### src/rtl/vec_stream_drain.sv
// Drains one vector from the tail VecFIFO chunk by chunk and serializes it
// onto an 8-bit valid/ready byte stream with end-of-vector framing.
module vec_stream_drain #(
   parameter int unsigned InVecLength = 4,
   parameter int unsigned WorkingRegs = 1,
   parameter int unsigned ReadLatency = 1,
   parameter int unsigned CountWidth  = 16
) (
   input  logic                     clk_in,
   input  logic                     rst_in,
   input  logic                     in_data_ready,
   input  logic [WorkingRegs*8-1:0] in_data,
   output logic                     req_chunk_in,
   output logic [7:0]               out_tdata,
   output logic                     out_tvalid,
   input  logic                     out_tready,
   output logic                     out_tlast,
   output logic                     busy,
   output logic                     vec_done,
   output logic [CountWidth-1:0]    vec_count
);

   localparam int unsigned NumChunks      = (InVecLength + WorkingRegs - 1) / WorkingRegs;
   localparam int unsigned LastChunkBytes = InVecLength - (NumChunks - 1) * WorkingRegs;
   localparam int unsigned ChunkW         = $clog2(NumChunks + 1);
   localparam int unsigned ByteW          = $clog2(WorkingRegs + 1);

   typedef enum logic [1:0] {IDLE, REQ, WAIT, EMIT} state_t;

   state_t                   state, state_next;
   logic                     armed;
   logic [ChunkW-1:0]        chunk_idx;
   logic [ByteW-1:0]         byte_idx;
   logic [1:0]               wait_cnt;
   logic [WorkingRegs*8-1:0] buffer;

   logic                     accept;
   logic                     last_chunk;
   logic                     start;
   logic                     load_chunk;
   logic                     chunk_end;
   int unsigned              chunk_bytes;
   int unsigned              byte_next;

   always_comb begin
      state_next  = state;
      accept      = out_tvalid && out_tready;
      last_chunk  = (32'(chunk_idx) == NumChunks - 1);
      chunk_bytes = last_chunk ? LastChunkBytes : WorkingRegs;
      byte_next   = 32'(byte_idx) + 1;
      start       = 1'b0;
      load_chunk  = 1'b0;
      chunk_end   = 1'b0;
      unique case (state)
         IDLE: begin
            if (in_data_ready && armed) begin
               start      = 1'b1;
               state_next = REQ;
            end
         end
         REQ: state_next = WAIT;
         WAIT: begin
            if (32'(wait_cnt) == ReadLatency - 1) begin
               load_chunk = 1'b1;
               state_next = EMIT;
            end
         end
         EMIT: begin
            if (accept && (byte_next == chunk_bytes)) begin
               chunk_end  = 1'b1;
               state_next = last_chunk ? IDLE : REQ;
            end
         end
         default: state_next = IDLE;
      endcase
   end

   always_ff @(posedge clk_in or negedge rst_in) begin
      if (!rst_in) state <= IDLE;
      else         state <= state_next;
   end

   // Outputs are registered from state_next so they line up with the state they describe.
   always_ff @(posedge clk_in or negedge rst_in) begin
      if (!rst_in) begin
         armed        <= 1'b1;
         req_chunk_in <= 1'b0;
         out_tvalid   <= 1'b0;
         out_tlast    <= 1'b0;
         out_tdata    <= '0;
         vec_done     <= 1'b0;
         vec_count    <= '0;
         chunk_idx    <= '0;
         byte_idx     <= '0;
         wait_cnt     <= '0;
         buffer       <= '0;
      end else begin
         req_chunk_in <= (state_next == REQ);
         out_tvalid   <= (state_next == EMIT);
         vec_done     <= chunk_end && last_chunk;
         if (state == IDLE) begin
            if (start)               armed <= 1'b0;
            else if (!in_data_ready) armed <= 1'b1;
         end
         if (start) chunk_idx <= '0;
         if (state == REQ)       wait_cnt <= '0;
         else if (state == WAIT) wait_cnt <= wait_cnt + 2'd1;
         if (load_chunk) begin
            buffer    <= in_data;
            byte_idx  <= '0;
            out_tdata <= in_data[7:0];
            out_tlast <= last_chunk && (LastChunkBytes == 1);
         end else if (chunk_end) begin
            out_tlast <= 1'b0;
            if (last_chunk) vec_count <= vec_count + CountWidth'(1);
            else            chunk_idx <= chunk_idx + ChunkW'(1);
         end else if (state == EMIT && accept) begin
            // Surplus bytes of a partial final chunk are never reached here.
            byte_idx  <= ByteW'(byte_next);
            out_tdata <= buffer[8*byte_next +: 8];
            out_tlast <= last_chunk && (byte_next == LastChunkBytes - 1);
         end
      end
   end

   assign busy = (state != IDLE);

endmodule
### config.mk
export PLATFORM = sky130hd
export DESIGN_NAME = vec_stream_drain
export DESIGN_NICKNAME = d
export VERILOG_FILES = /design/src/rtl/vec_stream_drain.sv
export SDC_FILE = /design/constraint.sdc
export NUM_CORES = 1
export LEC_CHECK = 0
export CAP_MARGIN = 10
export CORE_UTILIZATION = 49
export CTS_BUF_LIST = sky130_fd_sc_hd__clkbuf_16
export DETAILED_ROUTE_END_ITERATION = 8
export HOLD_SLACK_MARGIN = 0.1
export PLACE_DENSITY = 0.79
export SYNTH_ARGS = -nofsm -noshare
export SYNTH_HDL_FRONTEND = slang
export SYNTH_SLANG_ARGS = --single-unit
### constraint.sdc
create_clock -name clk_in -period 2 [get_ports clk_in]
set_input_delay 0.2 -clock clk_in [delete_from_list [all_inputs] [get_ports clk_in]]
set_output_delay 0.2 -clock clk_in [all_outputs]
set_load 0.005 [all_outputs]
# Yosys cells after proc, flatten, opt, wreduce, memory -nomap -nowiden
# Cells that the tools add are included.
[totals]
word_cells = 71
out_inout_bits = 29
ff_bits = 45
inputBits = 12
[op_classes]
muxes = 28
n_bitwise = 1
shifts = 1
eq_ne = 9
n_reduce_logical = 16
add_sub_neg = 4
[op_table]
columns = ["op", "n"]
rows = [
  ["$logic_not 32->1", 1],
  ["$mux 8", 3],
  ["$add 16x1->16 const B", 1],
  ["$mux 1", 15],
  ["$mux 3", 4],
  ["$mux 2", 5],
  ["$pmux 2 s4", 1],
  ["$shiftx 8x6->8", 1],
  ["$eq 2x1->1 const B", 3],
  ["$eq 2x2->1 const B", 3],
  ["$logic_and 1x1->1", 6],
  ["$reduce_bool 2->1", 3],
  ["$logic_not 2->1", 2],
  ["$reduce_and 2->1", 2],
  ["$add 3x1->3 const B", 1],
  ["$eq 3x2->1 const B", 1],
  ["$reduce_and 3->1", 1],
  ["$reduce_bool 3->1", 1],
  ["$add 1x1->2 const B", 1],
  ["$add 2x1->2 const B", 1],
  ["$ne 2x1->1 const B", 1],
  ["$ne 2x2->1 const B", 1],
  ["$not 1->1", 1],
]

# Depth between registers and ports, before layout
# Gate-level depths: netlist (run 1).
[logic_depth]
word_depth = 7
mapped_depth = 7
ltp_nobuf = 6

# Worst setup path after synthesis (run 1)
# OpenSTA, ideal clock, no wires.
[synth_path]
path_type = "register -> register"
start = "register state[0]"
end = "register vec_count[1]"
path_slack_ns = 0.406
arrival_ns = 1.467
period_less_slack_ns = 1.594
required_ns = 1.872
path_stages_with_launch = 6
n_path_buf = 0
setup_time_ns = 0.128
cell_sequence = "dfrtp_1 > inv_1 > ha_1 > and2_1 > nor3_2 > mux2_1"
[synth_between]
elab_chain_len = 4
word_cells_on_any_way = 6
classes_between = "eq/ne: 2; mux: 2; bitwise: 1; reduce/logical: 1"
[synth_rtl]
columns = ["item", "line_no", "rtl"]
rows = [
  ["from (decl)", "30", "state_t state, state_next;"],
  ["from (signal assigned)", "80", "else state <= state_next;"],
  ["$eq 2x2->1", "54", "unique case (state)"],
  ["$mux 1", "54", ""],
  ["$not 1->1 (no source line)", "n/a", ""],
  ["$reduce_and 3->1 (no source line) (*)", "n/a", ""],
  ["to (signal assigned)", "115", "if (last_chunk) vec_count <= vec_count + CountWidth'(1);"],
  ["to (decl)", "20", "output logic [CountWidth-1:0] vec_count"],
]
# Every way passes the cells marked *; elsewhere a longest branch is shown, timed or not.
# A chain may end at the register's enable or synchronous reset.

# Worst setup path after layout (run 1)
[layout_path]
start = "register state[0]"
end = "output busy"
[layout_between]
elab_chain_len = 1
[layout_rtl]
columns = ["item", "line_no", "rtl"]
rows = [
  ["$reduce_bool 2->1", "126", "assign busy = (state != IDLE);"],
  ["to (decl)", "18", "output logic busy,"],
]
# Every way passes these cells.

==> reports/qor.csv, run 1 <==
stage,metric,value,unit
timing,hold_ws,0.354,ns
logic_synthesis,yosys.area.top_type_share,52.9,%
logic_synthesis,synth_top_cell_by_area,dfrtp_1,
floorplan,die_y,61.0,um
pwr,cellPowerDensity,1110,mW/mm2
global_routing,grt_pass1_wl,5.75,mm
clock_tree,cts_setup_buffers,0,
logic_synthesis,avgSynthCellArea,11.7,um2
global_routing,overflow,0,
layout,layout_common_cells,"clkdlybuf4s50_1 (40), dfrtp_1 (36), nand3_1 (9), nand2_1 (9), xnor2_1 (9)",
floorplan,fp.dieW,61.0,um
drt,num_vias,1284,
clock_tree,numCtsBuffers,5,
timing,skew,0.00327,ns
floorplan,coreArea,0.00334,mm2
layout,fillers,261,
layout,final_common_cell,clkdlybuf4s50_1,
drt,ant_nets,0,
logic_synthesis,synth_nets,165,
setup_path,cp_num_buf_inv,3,
logic_synthesis,ys_async_sr_fraction,100,%
clock_tree,clk_path_buf_depth,2,
timing,max_clock_freq,0.529,GHz
clock_tree,clk_pin_slew,0.05,ns
timing,rsz0062_at_grt,false,
floorplan,rows,21,
setup_path,ff2ff_setup_slack,0.16,ns
logic_synthesis,ys_types,39,
drt,drt_iter0_drc,37,
timing,finalSetupViolCount,0,
pwr,ir_worst_vdd,0.830,mV
logic_synthesis,synth_enable_flop_cells,0,
floorplan,dieArea,0.00371,mm2
logic_synthesis,synth_seq_cells,37,
clock_tree,cts_tree,yes,
setup_path,startpoint,state[0]$_DFF_PN0_,
timing,maxSlewViolCount,0,
drt,drt-vias-per-instance,5.37,
drt,detail_route.wl_per_cell,14.9,um
timing,max_slew.worst_pin.slew,0.459,ns
setup_path,cp_slowest_stage_delay,0.51,ns
setup_path,r2r_cells,5,
worst_hold_path,hp-class,input pin to asynchronous set/reset pin,
global_routing,first_global_vias,1243,
timing,post-route-period-util,94.5,%
logic_synthesis,syn_area,0.00170,mm2
setup_path,timing.rr.end,vec_count[14]$_DFFE_PN0P_,
setup_path,cp_max_fo,8,
layout,area_delta_synth_final,35.2,%
clock_tree,clk_latency,0.28,ns
setup_path,cp.required,1.80,ns
timing,hold_viol,0,
timing,setup_tns,0,ns
global_routing,grt.total_usage,22.1,%
clock_tree,cts.sinks,37,
clock_tree,htree_levels,2,
placement,gp_congestion,0.842,
layout,stdcell_count,239,
clock_tree,cts_resized,0,
global_routing,grt_max_degree,38,
floorplan,io_pins,41,
setup_path,arrival,1.69,ns
logic_synthesis,ys_top_cells_by_area,"dfrtp_1 (53%), ha_1 (5.1%), xnor2_1 (4.6%), a22o_1 (4.1%), xor2_1 (3.1%)",
clock_tree,root_buffer,clkbuf_16,
floorplan,start_util,51.0,%
global_routing,antenna_found_initial,0,
layout,drive_gt1_share,9.84,%
layout,n_antenna_cell,0,
logic_synthesis,ys_seq_area_share,54.4,%
setup_path,cp_cell_sequence,inv_1 -> ha_1 -> inv_1 -> clkdlybuf4s50_1,
clock_tree,cts_hold_buffers,0,
placement,place_hpwl,2.58,mm
setup_path,worstSetupEndpointType,primary output,
logic_synthesis,synth_warnings,3,
setup_path,worstSetupPathType,flip-flop to primary output,
setup_path,startpoint_type,flip-flop,
setup_path,critPathTopFamily,buffers and inverters,
timing,final.min_clock_period,1.89,ns
logic_synthesis,synthFlopType,dfrtp_1,
timing,slew_headroom,69.4,%
drt,drc_errors,0,
placement,dp.cells,231,
flow_run,cap_violations,0,
setup_path,slowest_stage,clkdlybuf4s50_1,
logic_synthesis,synthCells,146,
placement,port_buffers,40,
layout,fin_nets,211,
setup_path,r2r_start,state[0]$_DFF_PN0_,
run_status,outcome,"complete, no violations",
setup_path,cp_common_cell,inv_1,
pwr,leakage,1.04,nW
drt,wirelength,3.56,mm
drt,dr.pass1.iters,4,
-- cells in the mapped netlist (3+ instances only) --
cell / count
a21oi_1: 4
nand4_1: 4
nor3_2: 4
and3_1: 3
ha_1: 7
o21ai_0: 4
nand3_1: 9
nor3_1: 3
nor2_1: 5
inv_1: 8
xnor2_1: 9
dfrtp_1: 36
a22o_1: 8
nand2_1: 9
xor2_1: 6
-- metal layers --
metal | global-route usage (%) | vias to the layer above | wire length, um
li1 | - | 608 | -
met1 | 26.3 | 623 | 1480
met2 | 35.6 | 40 | 1790
met3 | 6.18 | 13 | 161
met4 | 13.3 | 0 | 123
met5 | 0 | - | 0
-- state kept, by name (all words and copies together), names as in the netlist, 2 cells and up --
| name | count |
|---|---|
| chunk_idx | 3 |
| state | 2 |
| wait_cnt | 2 |
| vec_count | 16 |
| out_tdata | 8 |
-- where the power goes --
group	switching [W]	internal, W	leakage (nW)
logic	0.000372	0.000420	0.485
registers	0.0000989	0.000913	0.484
clock network	0.000286	0.000456	0.0712
total	0.000756	0.00179	1.04
-- layout make-up --
class                   instances  area, um2  share of cell area (%)
well taps                      46       57.6                    2.50
inverters                       8       30.0                    1.30
flip-flops and latches         37        927                    40.3
multi-input cells              98        729                    31.7
repair buffers                 42        415                    18.0
clock inverters                 3       17.5                   0.761
clock buffers                   5        125                    5.43
-- logic make-up (layout without fill, tap and decap cells) --
group	count (synthesis)	in the layout	synth area share, %
and+or+nand+nor	52	52	19.5
DFF	37	37	54.4
AOI/OAI and AO/OA	22	22	9.19
xor gates and xnor gates	15	15	7.72
buffers and inverters	11	58	2.72
adders and majority gates	7	7	5.14
muxes	2	2	1.25
-- metrics by stage --
stage | power [W] | util, % | setup slack (ns) | cell area [um2]
final | 0.00255 | 69.0 | 0.111 | 2300
after CTS | 0.00257 | 69.0 | 0.0900 | 2300
after global placement | 0.00178 | 64.7 | 0.222 | 2160
after global routing | 0.00271 | 69.0 | 0.0221 | 2300
after detailed placement | 0.00182 | 64.7 | 0.134 | 2160
after floorplan | 0.00146 | - | 0.406 | 1700
-- how the worst max path moves through the flow --
stage | endpoint | slack (ns) | cells after the start
after CTS | busy | 0.09 | 4
after detailed placement | vec_count[14]$_DFFE_PN0P_ | 0.13 | 5
after floorplan | vec_count[1]$_DFFE_PN0P_ | 0.41 | 5
after global placement | vec_count[11]$_DFFE_PN0P_ | 0.22 | 5
final | busy | 0.11 | 4
after global routing | busy | 0.02 | 4
(Power assumes the default switching activity.)
==> run 2, diff against run 1 <==
Settings changed: CTS_CLUSTER_DIAMETER set to 40.
==> results of run 2 <==
No change in the layout: final DEF, timing and power equal those of run 1.
==> run 3, diff against run 2 <==
Settings changed: CAP_MARGIN 10 to 15.
==> results of run 3 <==
No change in the layout: final DEF, timing and power equal those of run 1.
